`src/rtl/loader_pkg.sv`:
```
// Shared types and constants for the UART program loader.
package loader_pkg;

  typedef enum logic [2:0] {
    ST_IDLE,
    ST_LEN_LO,
    ST_LEN_HI,
    ST_DATA,
    ST_CHECK,
    ST_DONE,
    ST_ERROR
  } load_state_t;

  typedef enum logic [2:0] {
    RX_IDLE,
    RX_START,
    RX_DATA,
    RX_STOP,
    RX_VALID,
    RX_FERR
  } rx_state_t;

  localparam logic [7:0] SYNC_BYTE   = 8'hA5;
  localparam logic [2:0] FUNCT3_WORD = 3'b010;

endpackage

```
`src/rtl/uart_program_loader_if.sv`:
```
// Memory write port as seen by the loader, plus the core-side port it muxes in.
interface uart_program_loader_if;

  logic        mem_write_en;
  logic [31:0] mem_write_address;
  logic [31:0] mem_write_data;
  logic [2:0]  mem_funct3;

  logic        core_write_en;
  logic [31:0] core_write_address;
  logic [31:0] core_write_data;
  logic [2:0]  core_funct3;
  logic        core_reset;

  modport master (
    output mem_write_en, mem_write_address, mem_write_data, mem_funct3, core_reset,
    input  core_write_en, core_write_address, core_write_data, core_funct3
  );

  modport slave (
    input  mem_write_en, mem_write_address, mem_write_data, mem_funct3, core_reset,
    output core_write_en, core_write_address, core_write_data, core_funct3
  );

endinterface

```
`src/rtl/uart_rx.sv`:
```
// 8N1 UART receiver: 2-flop synchronizer, mid-bit sampling, start-glitch rejection.
module uart_rx
  import loader_pkg::*;
#(
  parameter int unsigned CLKS_PER_BIT = 104
) (
  input  logic       clk,
  input  logic       reset,
  input  logic       rx,
  output logic       byte_valid,
  output logic [7:0] byte_data,
  output logic       frame_err
);

  localparam int unsigned CW = (CLKS_PER_BIT > 2) ? $clog2(CLKS_PER_BIT) : 1;
  localparam logic [CW-1:0] LAST      = CW'(CLKS_PER_BIT - 1);
  localparam logic [CW-1:0] HALF_LAST = CW'(CLKS_PER_BIT / 2 - 1);

  rx_state_t     state, next;
  logic [CW-1:0] cnt;
  logic [2:0]    bit_idx;
  logic [7:0]    shreg;
  logic          rx_meta, rx_sync, rx_prev;

  always_ff @(posedge clk) begin
    if (reset) begin
      state   <= RX_IDLE;
      cnt     <= '0;
      bit_idx <= '0;
      shreg   <= '0;
      rx_meta <= 1'b1;
      rx_sync <= 1'b1;
      rx_prev <= 1'b1;
    end else begin
      state   <= next;
      rx_meta <= rx;
      rx_sync <= rx_meta;
      rx_prev <= rx_sync;
      cnt     <= (state == RX_IDLE || state != next || cnt == LAST) ? '0 : cnt + 1'b1;
      if (state == RX_START) bit_idx <= '0;
      if (state == RX_DATA && cnt == LAST) begin
        shreg   <= {rx_sync, shreg[7:1]};
        bit_idx <= bit_idx + 1'b1;
      end
    end
  end

  always_comb begin
    next = state;
    case (state)
      RX_IDLE:  if (!rx_sync && rx_prev) next = RX_START;
      RX_START: if (cnt == HALF_LAST) next = rx_sync ? RX_IDLE : RX_DATA;
      RX_DATA:  if (cnt == LAST && bit_idx == 3'd7) next = RX_STOP;
      RX_STOP:  if (cnt == LAST) next = rx_sync ? RX_VALID : RX_FERR;
      default:  next = RX_IDLE;
    endcase
  end

  always_comb begin
    byte_valid = (state == RX_VALID);
    frame_err  = (state == RX_FERR);
    byte_data  = shreg;
  end

endmodule

```
`src/rtl/uart_program_loader.sv`:
```
// Serial boot loader: receives a framed image over UART, writes it to memory, holds the core until verified.
module uart_program_loader
  import loader_pkg::*;
#(
  parameter int unsigned CLK_FREQ  = 12_000_000,
  parameter int unsigned BAUD      = 115200,
  parameter logic [31:0] BASE_ADDR = 32'h0000_0000,
  parameter int unsigned MAX_WORDS = 2048
) (
  input  logic                  clk,
  input  logic                  reset,
  input  logic                  rx,
  uart_program_loader_if.master mem,
  output logic                  cpu_hold,
  output logic                  load_done,
  output logic                  load_error
);

  localparam int unsigned CLKS_PER_BIT = CLK_FREQ / BAUD;

  load_state_t state, next;
  logic        byte_valid, frame_err;
  logic [7:0]  byte_data;
  logic [7:0]  chk, len_lo;
  logic [15:0] count;
  logic [31:0] addr, word;
  logic [1:0]  byte_idx;
  logic        we_q;

  uart_rx #(.CLKS_PER_BIT(CLKS_PER_BIT)) u_rx (
    .clk        (clk),
    .reset      (reset),
    .rx         (rx),
    .byte_valid (byte_valid),
    .byte_data  (byte_data),
    .frame_err  (frame_err)
  );

  always_ff @(posedge clk) begin
    if (reset) begin
      state    <= ST_IDLE;
      chk      <= '0;
      len_lo   <= '0;
      count    <= '0;
      addr     <= BASE_ADDR;
      word     <= '0;
      byte_idx <= '0;
      we_q     <= 1'b0;
    end else begin
      state <= next;
      // Strobe is registered off the 4th byte; address/count advance as it retires.
      we_q  <= (state == ST_DATA) && byte_valid && (byte_idx == 2'd3);
      if (we_q) begin
        addr  <= addr + 32'd4;
        count <= count - 16'd1;
      end
      if (byte_valid) begin
        case (state)
          ST_IDLE, ST_DONE, ST_ERROR: begin
            if (byte_data == SYNC_BYTE) begin
              chk      <= '0;
              addr     <= BASE_ADDR;
              byte_idx <= '0;
            end
          end
          ST_LEN_LO: begin
            len_lo <= byte_data;
            chk    <= chk ^ byte_data;
          end
          ST_LEN_HI: begin
            count <= {byte_data, len_lo};
            chk   <= chk ^ byte_data;
          end
          ST_DATA: begin
            word     <= {byte_data, word[31:8]};
            byte_idx <= byte_idx + 2'd1;
            chk      <= chk ^ byte_data;
          end
          default: ;
        endcase
      end
    end
  end

  always_comb begin
    next = state;
    case (state)
      ST_IDLE, ST_DONE, ST_ERROR:
        if (byte_valid && byte_data == SYNC_BYTE) next = ST_LEN_LO;
      ST_LEN_LO:
        if (byte_valid) next = ST_LEN_HI;
      ST_LEN_HI:
        if (byte_valid) begin
          if (32'({byte_data, len_lo}) > MAX_WORDS) next = ST_ERROR;
          else if ({byte_data, len_lo} == 16'd0)   next = ST_CHECK;
          else                                     next = ST_DATA;
        end
      ST_DATA:
        if (byte_valid && byte_idx == 2'd3 && count == 16'd1) next = ST_CHECK;
      ST_CHECK:
        if (byte_valid) next = (byte_data == chk) ? ST_DONE : ST_ERROR;
      default: next = ST_IDLE;
    endcase
    if (frame_err && (state == ST_LEN_LO || state == ST_LEN_HI ||
                      state == ST_DATA   || state == ST_CHECK))
      next = ST_ERROR;
  end

  always_comb begin
    cpu_hold   = (state != ST_DONE);
    load_done  = (state == ST_DONE);
    load_error = (state == ST_ERROR);
    mem.core_reset        = reset | cpu_hold;
    mem.mem_write_en      = cpu_hold ? we_q        : mem.core_write_en;
    mem.mem_write_address = cpu_hold ? addr        : mem.core_write_address;
    mem.mem_write_data    = cpu_hold ? word        : mem.core_write_data;
    mem.mem_funct3        = cpu_hold ? FUNCT3_WORD : mem.core_funct3;
  end

endmodule

```
`src/flat_wrapper.sv`:
```
// flat-port wrapper written by rule: the top's interface ports become plain ports
module uart_program_loader_flat import loader_pkg::*;
#(
  parameter int unsigned CLK_FREQ  = 12_000_000,
  parameter int unsigned BAUD      = 115200,
  parameter logic [31:0] BASE_ADDR = 32'h0000_0000,
  parameter int unsigned MAX_WORDS = 2048
)
  (clk, reset, rx, cpu_hold, load_done, load_error, mem_mem_write_en, mem_mem_write_address, mem_mem_write_data, mem_mem_funct3, mem_core_reset, mem_core_write_en, mem_core_write_address, mem_core_write_data, mem_core_funct3);
  uart_program_loader_if mem_i ();
  input  logic clk;
  input  logic reset;
  input  logic rx;
  output logic cpu_hold;
  output logic load_done;
  output logic load_error;
  output wire logic [$bits(mem_i.mem_write_en)-1:0] mem_mem_write_en;
  output wire logic [$bits(mem_i.mem_write_address)-1:0] mem_mem_write_address;
  output wire logic [$bits(mem_i.mem_write_data)-1:0] mem_mem_write_data;
  output wire logic [$bits(mem_i.mem_funct3)-1:0] mem_mem_funct3;
  output wire logic [$bits(mem_i.core_reset)-1:0] mem_core_reset;
  input wire logic [$bits(mem_i.core_write_en)-1:0] mem_core_write_en;
  input wire logic [$bits(mem_i.core_write_address)-1:0] mem_core_write_address;
  input wire logic [$bits(mem_i.core_write_data)-1:0] mem_core_write_data;
  input wire logic [$bits(mem_i.core_funct3)-1:0] mem_core_funct3;
  assign mem_mem_write_en = mem_i.mem_write_en;
  assign mem_mem_write_address = mem_i.mem_write_address;
  assign mem_mem_write_data = mem_i.mem_write_data;
  assign mem_mem_funct3 = mem_i.mem_funct3;
  assign mem_core_reset = mem_i.core_reset;
  assign mem_i.core_write_en = mem_core_write_en;
  assign mem_i.core_write_address = mem_core_write_address;
  assign mem_i.core_write_data = mem_core_write_data;
  assign mem_i.core_funct3 = mem_core_funct3;
  uart_program_loader #(.CLK_FREQ(CLK_FREQ), .BAUD(BAUD), .BASE_ADDR(BASE_ADDR), .MAX_WORDS(MAX_WORDS)) u_core (.clk(clk), .reset(reset), .rx(rx), .mem(mem_i), .cpu_hold(cpu_hold), .load_done(load_done), .load_error(load_error));
endmodule
```
`config.mk`:
```
export PLATFORM = sky130hd
export DESIGN_NAME = uart_program_loader_flat
export DESIGN_NICKNAME = d
export VERILOG_FILES = /design/src/rtl/loader_pkg.sv /design/src/rtl/uart_program_loader_if.sv /design/src/rtl/uart_rx.sv /design/src/rtl/uart_program_loader.sv /design/src/flat_wrapper.sv
export SDC_FILE = /design/constraint.sdc
export NUM_CORES = 1
export LEC_CHECK = 0
export CORE_MARGIN = 2
export CORE_UTILIZATION = 51
export CTS_CLUSTER_SIZE = 40
export DETAILED_ROUTE_END_ITERATION = 8
export PLACE_DENSITY = 0.88
export SYNTH_ARGS = -nofsm -noshare
export SYNTH_HDL_FRONTEND = slang
export SYNTH_SLANG_ARGS = --single-unit
```
`constraint.sdc`:
```
create_clock -name clk -period 2.55 [get_ports clk]
set_input_delay 0.51 -clock clk [delete_from_list [all_inputs] [get_ports clk]]
set_output_delay 0.51 -clock clk [all_outputs]
set_load 0.02 [all_outputs]
```
After elaboration in Yosys (flattened, before gate mapping):

Index checks and enable logic that the tools add are counted.

* bits in registers: 126
* bits of input ports: 71
* word-level logic and storage cells: 120
* output and inout bits: 72

* $lt $le $gt $ge: 1
* $add $sub $neg: 5
* bitwise logic cells: 2
* reductions and logical operators: 31
* eq/ne operators: 31
* multiplexer cells: 34

Operators with widths (count)
* 32-bit 2-to-1 mux: 6
* 16-bit 2-to-1 mux: 3
* 3-bit 2-to-1 mux: 15
* 32-bit by 3-bit adder with 32-bit output, second input constant: 1
* 3-bit equality test, second input constant: 6
* 16-bit by 1-bit equality test with 1-bit output, second input constant: 1
* 16-bit by 12-bit greater-than comparator with 1-bit output, second input constant: 1
* 16-bit zero test: 1
* 8-bit one-hot mux with 2 select lines: 1
* 16-bit by 1-bit subtractor with 16-bit output, second input constant: 1
* 3-bit one-hot mux with 5 select lines: 1
* 3-bit by 2-bit equality test with 1-bit output, second input constant: 4
* 3-bit one-hot mux with 4 select lines: 1
* 2-bit by 1-bit inequality test with 1-bit output, second input constant: 5
* 5-bit AND reduction: 2
* 1-bit logical AND: 9
* 3-bit by 2-bit inequality test with 1-bit output, second input constant: 3
* 8-bit equality test: 1
* 8-bit equality test, second input constant: 1
* 8-bit 2-to-1 mux: 1
* 8-bit bitwise XOR: 1
* 7-bit by 1-bit adder with 7-bit output, second input constant: 1
* 7-bit by 6-bit equality test with 1-bit output, second input constant: 1
* 7-bit equality test, second input constant: 1
* 20 further kinds: 36

Depth between registers and ports, before layout:

Gate-level depths: netlist (run 1).

* word-level depth: 8
* depth in mapped cells: 8
* gate-level depth less buffers: 7

Cells and area by module:

A second synthesis (run 1) with hierarchy kept.

* cell total of the unflattened synthesis: 875
* area, all modules: 6389.9 sq um

By module, submodules not included
* uart_program_loader: times used 1, area each 5380.2 sq um, seq. area each 2001.9 sq um, cells each 770
* uart_rx: times used 1, area each 1009.7 sq um, seq. area each 480.5 sq um, cells each 105

Worst setup path after synthesis (run 1):

No wires, ideal clock.

* path kind: register to output
* start point: register u_core.state[1]
* end point: output port mem_mem_write_address[10]
* data required time: 2040 ps
* arrival time: 1770 ps
* cell stages (with the launch flop): 9
* path buffers: 3
* setup slack: 270 ps
* path through: dfxtp_1 -> clkbuf_1 -> nor2b_1 -> nand2_1 -> clkinv_1 -> clkbuf_1 -> buf_1 -> nand2_1 -> nand2_1

* longest elaborated chain between the ends: 2

Ends and longest elaborated chain
* start, declared: RTL line uart_program_loader.sv:21 `load_state_t state, next;`
* start signal, assigned: RTL line uart_program_loader.sv:50 `state <= next;`
* 3-bit inequality test: RTL line uart_program_loader.sv:110 `cpu_hold = (state != ST_DONE);`
* 32-bit 2-to-1 mux: RTL line uart_program_loader.sv:115 `mem.mem_write_address = cpu_hold ? addr : mem.core_write_address;`
* end, declared: RTL line flat_wrapper.sv:18 `output wire logic [$bits(mem_i.mem_write_address)-1:0] mem_mem_write_address;`

Every way passes these cells.

Worst setup path in the final report (run 1):

* start point: register u_core.state[2]
* end point: output port mem_mem_funct3[1]

* longest elaborated chain between the ends: 2

Ends and longest elaborated chain
* 3-bit inequality test: RTL line uart_program_loader.sv:110
* 3-bit 2-to-1 mux: RTL line uart_program_loader.sv:117 `mem.mem_funct3 = cpu_hold ? FUNCT3_WORD : mem.core_funct3;`
* end, declared: RTL line flat_wrapper.sv:20 `output wire logic [$bits(mem_i.mem_funct3)-1:0] mem_mem_funct3;`

Every way passes these cells.

==> results of run 1 <==
## state kept, by name, indices dropped and copies added, names as in the netlist
signal	flops
u_core.addr	30
u_core.byte_idx	2
u_core.chk	8
u_core.count	16
u_core.len_lo	8
u_core.state	3
u_core.u_rx.bit_idx	3
u_core.u_rx.byte_data	8
u_core.u_rx.cnt	7
u_core.u_rx.rx_meta	1
u_core.u_rx.rx_prev	1
u_core.u_rx.rx_sync	1
u_core.u_rx.state	3
u_core.we_q	1
u_core.word	32
## synthesized netlist by cell type, types with 5 or more instances
cell type / n
sky130_fd_sc_hd__nand2_1: 293
sky130_fd_sc_hd__dfxtp_1: 124
sky130_fd_sc_hd__nor2_1: 82
sky130_fd_sc_hd__a21oi_1: 60
sky130_fd_sc_hd__clkbuf_1: 47
sky130_fd_sc_hd__xnor2_1: 38
sky130_fd_sc_hd__nand3_1: 29
sky130_fd_sc_hd__o21ai_0: 25
sky130_fd_sc_hd__nor3_1: 24
sky130_fd_sc_hd__a211oi_1: 16
sky130_fd_sc_hd__xor2_1: 16
sky130_fd_sc_hd__nand3b_1: 14
sky130_fd_sc_hd__inv_1: 13
sky130_fd_sc_hd__nor4_1: 12
sky130_fd_sc_hd__mux2i_1: 10
sky130_fd_sc_hd__buf_2: 8
sky130_fd_sc_hd__nand4_1: 8
sky130_fd_sc_hd__and3_1: 7
sky130_fd_sc_hd__ha_1: 7
sky130_fd_sc_hd__or3_1: 7
sky130_fd_sc_hd__and2_1: 5
sky130_fd_sc_hd__or4_1: 5
## routing by layer
layer	part of all wire, %	up-vias	global-route usage, %
met2	47	277	41.74
li1	-	3274	-
met1	43	3064	31.95
met5	0	-	0
met4	2.3	0	9.603
met3	7.6	41	4.826
## cells by family (layout without fill, tap and decap cells)
family | after synthesis | count (layout) | share of synthesized area (%)
AO/OA/AOI/OAI | 120 | 120 | 10.85
XOR/XNOR | 54 | 54 | 7.338
adder cells (fa/ha/maj) | 7 | 7 | 1.359
buffers and inverters | 71 | 214 | 4.291
flip-flops | 124 | 124 | 38.52
multiplexers | 11 | 11 | 1.728
AND/OR/NAND/NOR | 515 | 515 | 35.92
## stage by stage
stage	power [mW]	hold WS (ps)	utilization, %	cells
2_1_floorplan	2.022	389.5	-	902
3_5_place_dp	2.145	399.4	64.91	1184
5_1_grt	4.761	382.0	69.45	1217
4_1_cts	4.650	372.7	69.26	1216
6_report	4.635	386.5	69.45	1217
3_3_place_gp	2.144	391.7	64.91	1184
## worst max-delay path: cells and delay by family (launching register included)
| family | cells | cell delay (ps) |
|---|---|---|
| buffers and inverters | 2 | 790 |
| DFF | 1 | 340 |
| and+or+nand+nor | 2 | 380 |
## cell type report
cell class | count | area [sq um]
clock buffers | 18 | 439.2
flip-flops and latches | 124 | 2482
clock inverters | 14 | 182.7
inverters | 14 | 52.55
well taps | 172 | 215.2
fillers | 974 | 3809
multi-input cells | 707 | 3702
repair buffers | 168 | 1583
## worst max path at each step
stage | start | end | slack [ps] | cells past startpoint
after detailed placement | mem_core_funct3[1] | mem_mem_funct3[1] | 260 | 3
after global routing | u_core.state[0]$_SDFFE_PP0P_ | mem_mem_write_data[19] | 20 | 7
after CTS | u_core.state[2]$_SDFFE_PP0P_ | load_error | 60 | 4
after floorplan | u_core.state[1]$_SDFFE_PP0P_ | mem_mem_write_address[10] | 270 | 8
after global placement | mem_core_funct3[1] | mem_mem_funct3[1] | 260 | 3
final | u_core.state[2]$_SDFFE_PP0P_ | mem_mem_funct3[1] | 120 | 4
## power breakdown
group          switching, mW  internal [mW]
Sequential           0.00323           1.94
Combinational         0.0567          0.105
Clock                  0.945           1.59
Total                   1.00           3.63
## repair_timing
item | CTS | global route
gates cloned | 0 | 1
hold endpoints to repair | 0 | 0
endpoints found under the setup margin | 64 | 68
resized for setup | 64 | 9
pin swaps | 0 | 0
buffers inserted | 0 | 0
==> metrics.md, run 1 <==
| Metric | Value |
|---|---|
| Routed wirelength normalized by instance count | 14.52 um |
| Placed wire-length estimate after detailed placement | 11770 um |
| Data required time of the worst path | 2040 ps |
| Post-synth design cell area | 6445 sq um |
| Number of hold buffers added after CTS | 0 |
| Beginning of the worst register-to-register path | u_core.count[4]$_SDFF_PP0_ |
| Mean area per synthesized cell | 7.145 sq um |
| Via density per instance | 5.469 |
| Cell count of the worst reg-to-reg path | 5 |
| Die X | 116.4 um |
| Via count of the first global-routing pass | 5791 |
| Part of the cycle the worst path needs | 95.22% |
| Maximum resistive drop on vdd | 0.0004456 V |
| Number of failing setup endpoints in the final timing report | 0 |
| Remaining design rule violation count | 0 |
| Count of warnings emitted by yosys | 0 |
| Area share of the largest cell type after synthesis | 38.52% |
| Die area | 13550 sq um |
| Reg2Reg Setup Slack | 300 ps |
| Worst reg2reg endpoint | u_core.count[14]$_SDFF_PP0_ |
| Total detailed-routing wirelength | 17680 um |
| Clock tree buffer depth | 2 |
| Hold depth | 2 |
| Critical Path End Type | output port |
| Type of the worst min-delay path | primary input to register |
| Number of hold violations in the final report | 0 |
| Least-Margin Pin Slew | 1058 ps |
| Setup Crit Path Kind | register to output port |
| Cell with the largest stage delay on the worst path | sky130_fd_sc_hd__clkdlybuf4s50_1 |
| Tmin final | 2428 ps |
| Number of nets with antenna violations after detailed routing | 0 |
| Crit path launch type | register |
| Crit path max fanout | 20 |
| Synth async-reset ratio | 0% |
| Cell-by-cell listing of the critical path | buf_4 > nand2_1 > or3_1 > clkdlybuf4s50_1 |
| Achievable clock frequency | 411.9 MHz |
| Initial Util | 51.70% |
| Library cell occupying the most area in the post-synthesis netlist | sky130_fd_sc_hd__dfxtp_1 |
| Router iterations before antenna repair | 6 |
| Worst slack after detailed placement | 256.4 ps |
| Worst Setup Slack, final | 122.0 ps |
| Arrival time reported for the critical path endpoint | 1920 ps |
| Row count | 41 |
| Max-capacitance violation count | 0 |
| Start point of the worst hold path | reset |
| Power per cell area | 535.4 nW/um^2 |
| Signed area change from the synthesized netlist to the final layout | 34.32% |
| Core outline area | 12470 sq um |
| Synth cell types | 56 |
| Final nets | 1110 |
| Run status | completed |
| Crit path largest cell delay | 550 ps |
| Leading cell type in the layout, fill and taps excluded | sky130_fd_sc_hd__nand2_1 |
| Accumulated negative setup slack | 0 ps |
| Nets in the synthesized netlist | 980 |
| 1st-iter DRT viols | 526 |
| Hold endpoint | u_core.u_rx.state[1]$_SDFF_PP0_ |
| Number of port buffers | 142 |
| Post-synthesis sequential element count | 124 |
| RSZ-0062 raised after global routing | false |
| GP Congestion | 0.8682 |
| Synth top area cells | sky130_fd_sc_hd__dfxtp_1, sky130_fd_sc_hd__nand2_1, sky130_fd_sc_hd__xnor2_1 |
| Pin count of the biggest net entering global routing | 69 |
| Worst Skew | 7.736 ps |
| Via count of the routed design | 6656 |
| CTS tree | built |
| Global-route usage over all layers | 24.95% |
| Worst skew pair latency | 420 ps |
| Die Ht | 116.4 um |
| Global route overflow | 0 |
| Number of antenna violations at the first check in global routing | 0 |
| Layout cell share with drive strength beyond 1 | 7.464% |
| Number of diodes added for antenna fixing | 0 |
| Ys flop type | sky130_fd_sc_hd__dfxtp_1 |
| Wire length of the first global-routing pass | 26980 um |
| Post-synthesis sequential area ratio | 38.52% |
| Number of levels in the clock H-tree | 4 |
| CTS buffer count | 17 |
| Standard cell area after detailed placement | 8092 sq um |
| Cell at the root of the clock tree | sky130_fd_sc_hd__clkbuf_16 |
| Post-route cell area | 8657 sq um |
| Max-Slew Margin vs Limit | 28.83% |
| Top library cells by usage in the layout, fill and taps aside | sky130_fd_sc_hd__nand2_1, sky130_fd_sc_hd__dfxtp_1, sky130_fd_sc_hd__nor2_1 |
| Number of enable flip-flop cells after synthesis | 0 |
| I/O Pins | 143 |
| Max-slew violation total from the final report | 0 |
| Cells after Synth | 902 |
| CTS sink count | 124 |
| Clock-pin slew reported for the worst setup and hold paths after clock tree synthesis | 60 ps |
| Leakage component of the power | 3.661 nW |
Power figures use the tool's default switching activity.
==> inputs of run 2 (changes only) <==
--- a/config.mk
+++ b/config.mk
@@ -9,6 +9,7 @@
 export CORE_UTILIZATION = 51
 export CTS_CLUSTER_SIZE = 40
 export DETAILED_ROUTE_END_ITERATION = 8
+export GPL_TIMING_DRIVEN = 0
 export PLACE_DENSITY = 0.88
 export SYNTH_ARGS = -nofsm -noshare
 export SYNTH_HDL_FRONTEND = slang
==> metrics.md, run 2 (same netlist as run 1, synthesis figures left out) <==
| Metric | Value |
|---|---|
| Number of diodes added for antenna fixing | 0 |
| PnR Total Power | 4.576 mW |
| Wire length of the first global-routing pass | 29040 um |
| Met3 usage | 5.656% |
| Max-capacitance violation count | 0 |
| Standard cell area after detailed placement | 8082 sq um |
| Crit path max fanout | 10 |
| Top library cells by usage in the layout, fill and taps aside | sky130_fd_sc_hd__nand2_1, sky130_fd_sc_hd__dfxtp_1, sky130_fd_sc_hd__nor2_1 |
| Hold endpoint | u_core.u_rx.rx_sync$_SDFF_PP1_ |
| Max-Slew Margin vs Limit | 24.94% |
| Row count | 41 |
| Tmin final | 2491 ps |
| Number of hold violations in the final report | 0 |
| Worst Skew | 8.639 ps |
| Register name with the most flops | u_core.word |
| Layout fillers | 996 |
| Global-route usage over all layers | 27.13% |
| Number of antenna violations at the first check in global routing | 0 |
| Part of the cycle the worst path needs | 97.68% |
| Number of nets with antenna violations after detailed routing | 0 |
| Die Ht | 116.4 um |
| Reg2Reg Setup Slack | 110 ps |
| Number of levels in the clock H-tree | 4 |
| Final nets | 1137 |
| Arrival time reported for the critical path endpoint | 1980 ps |
| Met1 Use GR | 33.98% |
| Global route overflow | 0 |
| Data required time of the worst path | 2040 ps |
| Setup Crit Path Kind | register to output port |
| Number of flip-flops under the largest register name | 32 |
| I/O Pins | 143 |
| Placed wire-length estimate after detailed placement | 13250 um |
| Max-slew violation total from the final report | 0 |
| Number of hold buffers added after CTS | 0 |
| Clock tree buffer depth | 2 |
| Worst Setup Slack, final | 59.21 ps |
| Most Used Layer, Global Route | met2 |
| Routed wirelength normalized by instance count | 15.15 um |
| Crit path largest cell delay | 640 ps |
| RSZ-0062 raised after global routing | false |
| Remaining design rule violation count | 0 |
| Worst reg2reg endpoint | u_core.word[26]$_SDFFE_PP0P_ |
| Worst slack after detailed placement | -893.3 ps |
| Cell with the largest stage delay on the worst path | sky130_fd_sc_hd__clkdlybuf4s50_1 |
| CTS sink count | 124 |
| Pin count of the biggest net entering global routing | 17 |
| Area of the multi-input gates | 3719 sq um |
| Type of the worst min-delay path | register to register |
| 1st-iter DRT viols | 502 |
| Post-route cell area | 8675 sq um |
| Run status | completed |
| Power per cell area | 527.5 nW/um^2 |
| Beginning of the worst register-to-register path | u_core.u_rx.state[2]$_SDFF_PP0_ |
| Number of port buffers | 142 |
| Cell-by-cell listing of the critical path | clkbuf_2 > nand2b_1 > nor2_1 > clkdlybuf4s50_1 |
| Maximum resistive drop on vdd | 0.0004467 V |
| Core outline area | 12470 sq um |
| GP Congestion | 0.9742 |
| Number of failing setup endpoints in the final timing report | 0 |
| Via count of the routed design | 6754 |
| Layout cell share with drive strength beyond 1 | 8.123% |
| Crit path launch type | register |
| Largest registers in the final layout | u_core.word: 32 flops, u_core.addr: 30 flops, u_core.count: 16 flops |
| Met2 Resource Use GR | 46.28% |
| CTS buffer count | 17 |
| Hold depth | 1 |
| CTS tree | built |
| Via density per instance | 5.434 |
| Die X | 116.4 um |
| Least-Margin Pin Slew | 1116 ps |
| Achievable clock frequency | 401.5 MHz |
| Critical Path End Type | output port |
| Leakage component of the power | 3.642 nW |
| Leading cell type in the layout, fill and taps excluded | sky130_fd_sc_hd__nand2_1 |
| Clock-pin slew reported for the worst setup and hold paths after clock tree synthesis | 60 ps |
| Total detailed-routing wirelength | 18830 um |
| Cell at the root of the clock tree | sky130_fd_sc_hd__clkbuf_16 |
| Initial Util | 51.70% |
| Die area | 13550 sq um |
| Signed area change from the synthesized netlist to the final layout | 34.60% |
| Router iterations before antenna repair | 5 |
| Via count of the first global-routing pass | 6114 |
| Worst skew pair latency | 420 ps |
| Start point of the worst hold path | u_core.u_rx.rx_meta$_SDFF_PP1_ |
| Cell count of the worst reg-to-reg path | 8 |
| FF/Latch Area | 2487 sq um |
## run 2: cell types whose count changed in the layout (fill, tap and decap cells not counted), moves of 3 or more
cell / change
sky130_fd_sc_hd__clkbuf_1: +27
sky130_fd_sc_hd__buf_4: -20
sky130_fd_sc_hd__clkbuf_2: +13
sky130_fd_sc_hd__buf_2: +8
sky130_fd_sc_hd__dlygate4sd2_1: -6
sky130_fd_sc_hd__clkbuf_4: +5
sky130_fd_sc_hd__inv_6: -5
sky130_fd_sc_hd__clkdlybuf4s15_2: +4
sky130_fd_sc_hd__buf_12: -3
## run 2: layer usage
metal	vias up	wire (um)
met4	0	384
met1	3104	8070
met3	35	1344
li1	3328	-
met2	287	9034
met5	-	0
## run 2: worst max-delay path by stage
stage	start	to	depth (start not counted)
6_report	u_core.state[0]$_SDFFE_PP0P_	load_error	4
5_1_grt	u_core.state[1]$_SDFFE_PP0P_	mem_mem_write_address[4]	6
4_1_cts	u_core.state[0]$_SDFFE_PP0P_	load_done	5
2_1_floorplan	u_core.state[1]$_SDFFE_PP0P_	mem_mem_write_address[10]	8
3_5_place_dp	u_core.state[1]$_SDFFE_PP0P_	mem_mem_write_address[13]	9
3_3_place_gp	u_core.state[1]$_SDFFE_PP0P_	mem_mem_write_address[13]	9
## run 2: power breakdown
group	internal [mW]	switching, mW	leakage (nW)
clock network	1.61	0.859	0.291
logic	0.103	0.0631	2.35
registers	1.94	0.00337	1.00
total	3.65	0.926	3.64
## run 2: what timing repair did
item | CTS | global route
setup buffers | 1 | 0
setup endpoints to repair | 72 | 40
resized for setup | 108 | 22
## run 2: final cells by class
class / instances / area share (%)
flip-flops and latches: 124 / 28.67
repair buffers: 143 / 15.45
clock buffers: 21 / 5.423
inverters: 14 / 0.6346
multi-input cells: 707 / 42.87
plain buffers: 52 / 2.856
clock inverters: 10 / 1.615
well taps: 172 / 2.481
## run 2: stage by stage
| stage | instances | hold WS (ps) | TNS [ps] | utilization (%) |
|---|---|---|---|---|
| 2_1_floorplan | 902 | 389.5 | 0 | - |
| 3_3_place_gp | 1216 | 392.1 | -41700 | 64.83 |
| 3_5_place_dp | 1216 | 398.5 | -38520 | 64.83 |
| 4_1_cts | 1246 | 414.2 | -0.5076 | 69.64 |
| 5_1_grt | 1243 | 427.5 | 0 | 69.59 |
| 6_report | 1243 | 409.8 | 0 | 69.59 |
## run 2: critical path, delay by kind of cell (launching register included)
family	cells	cell delay, ps
AND/OR/NAND/NOR	2	400
buffers and inverters	2	830
flip-flops	1	330
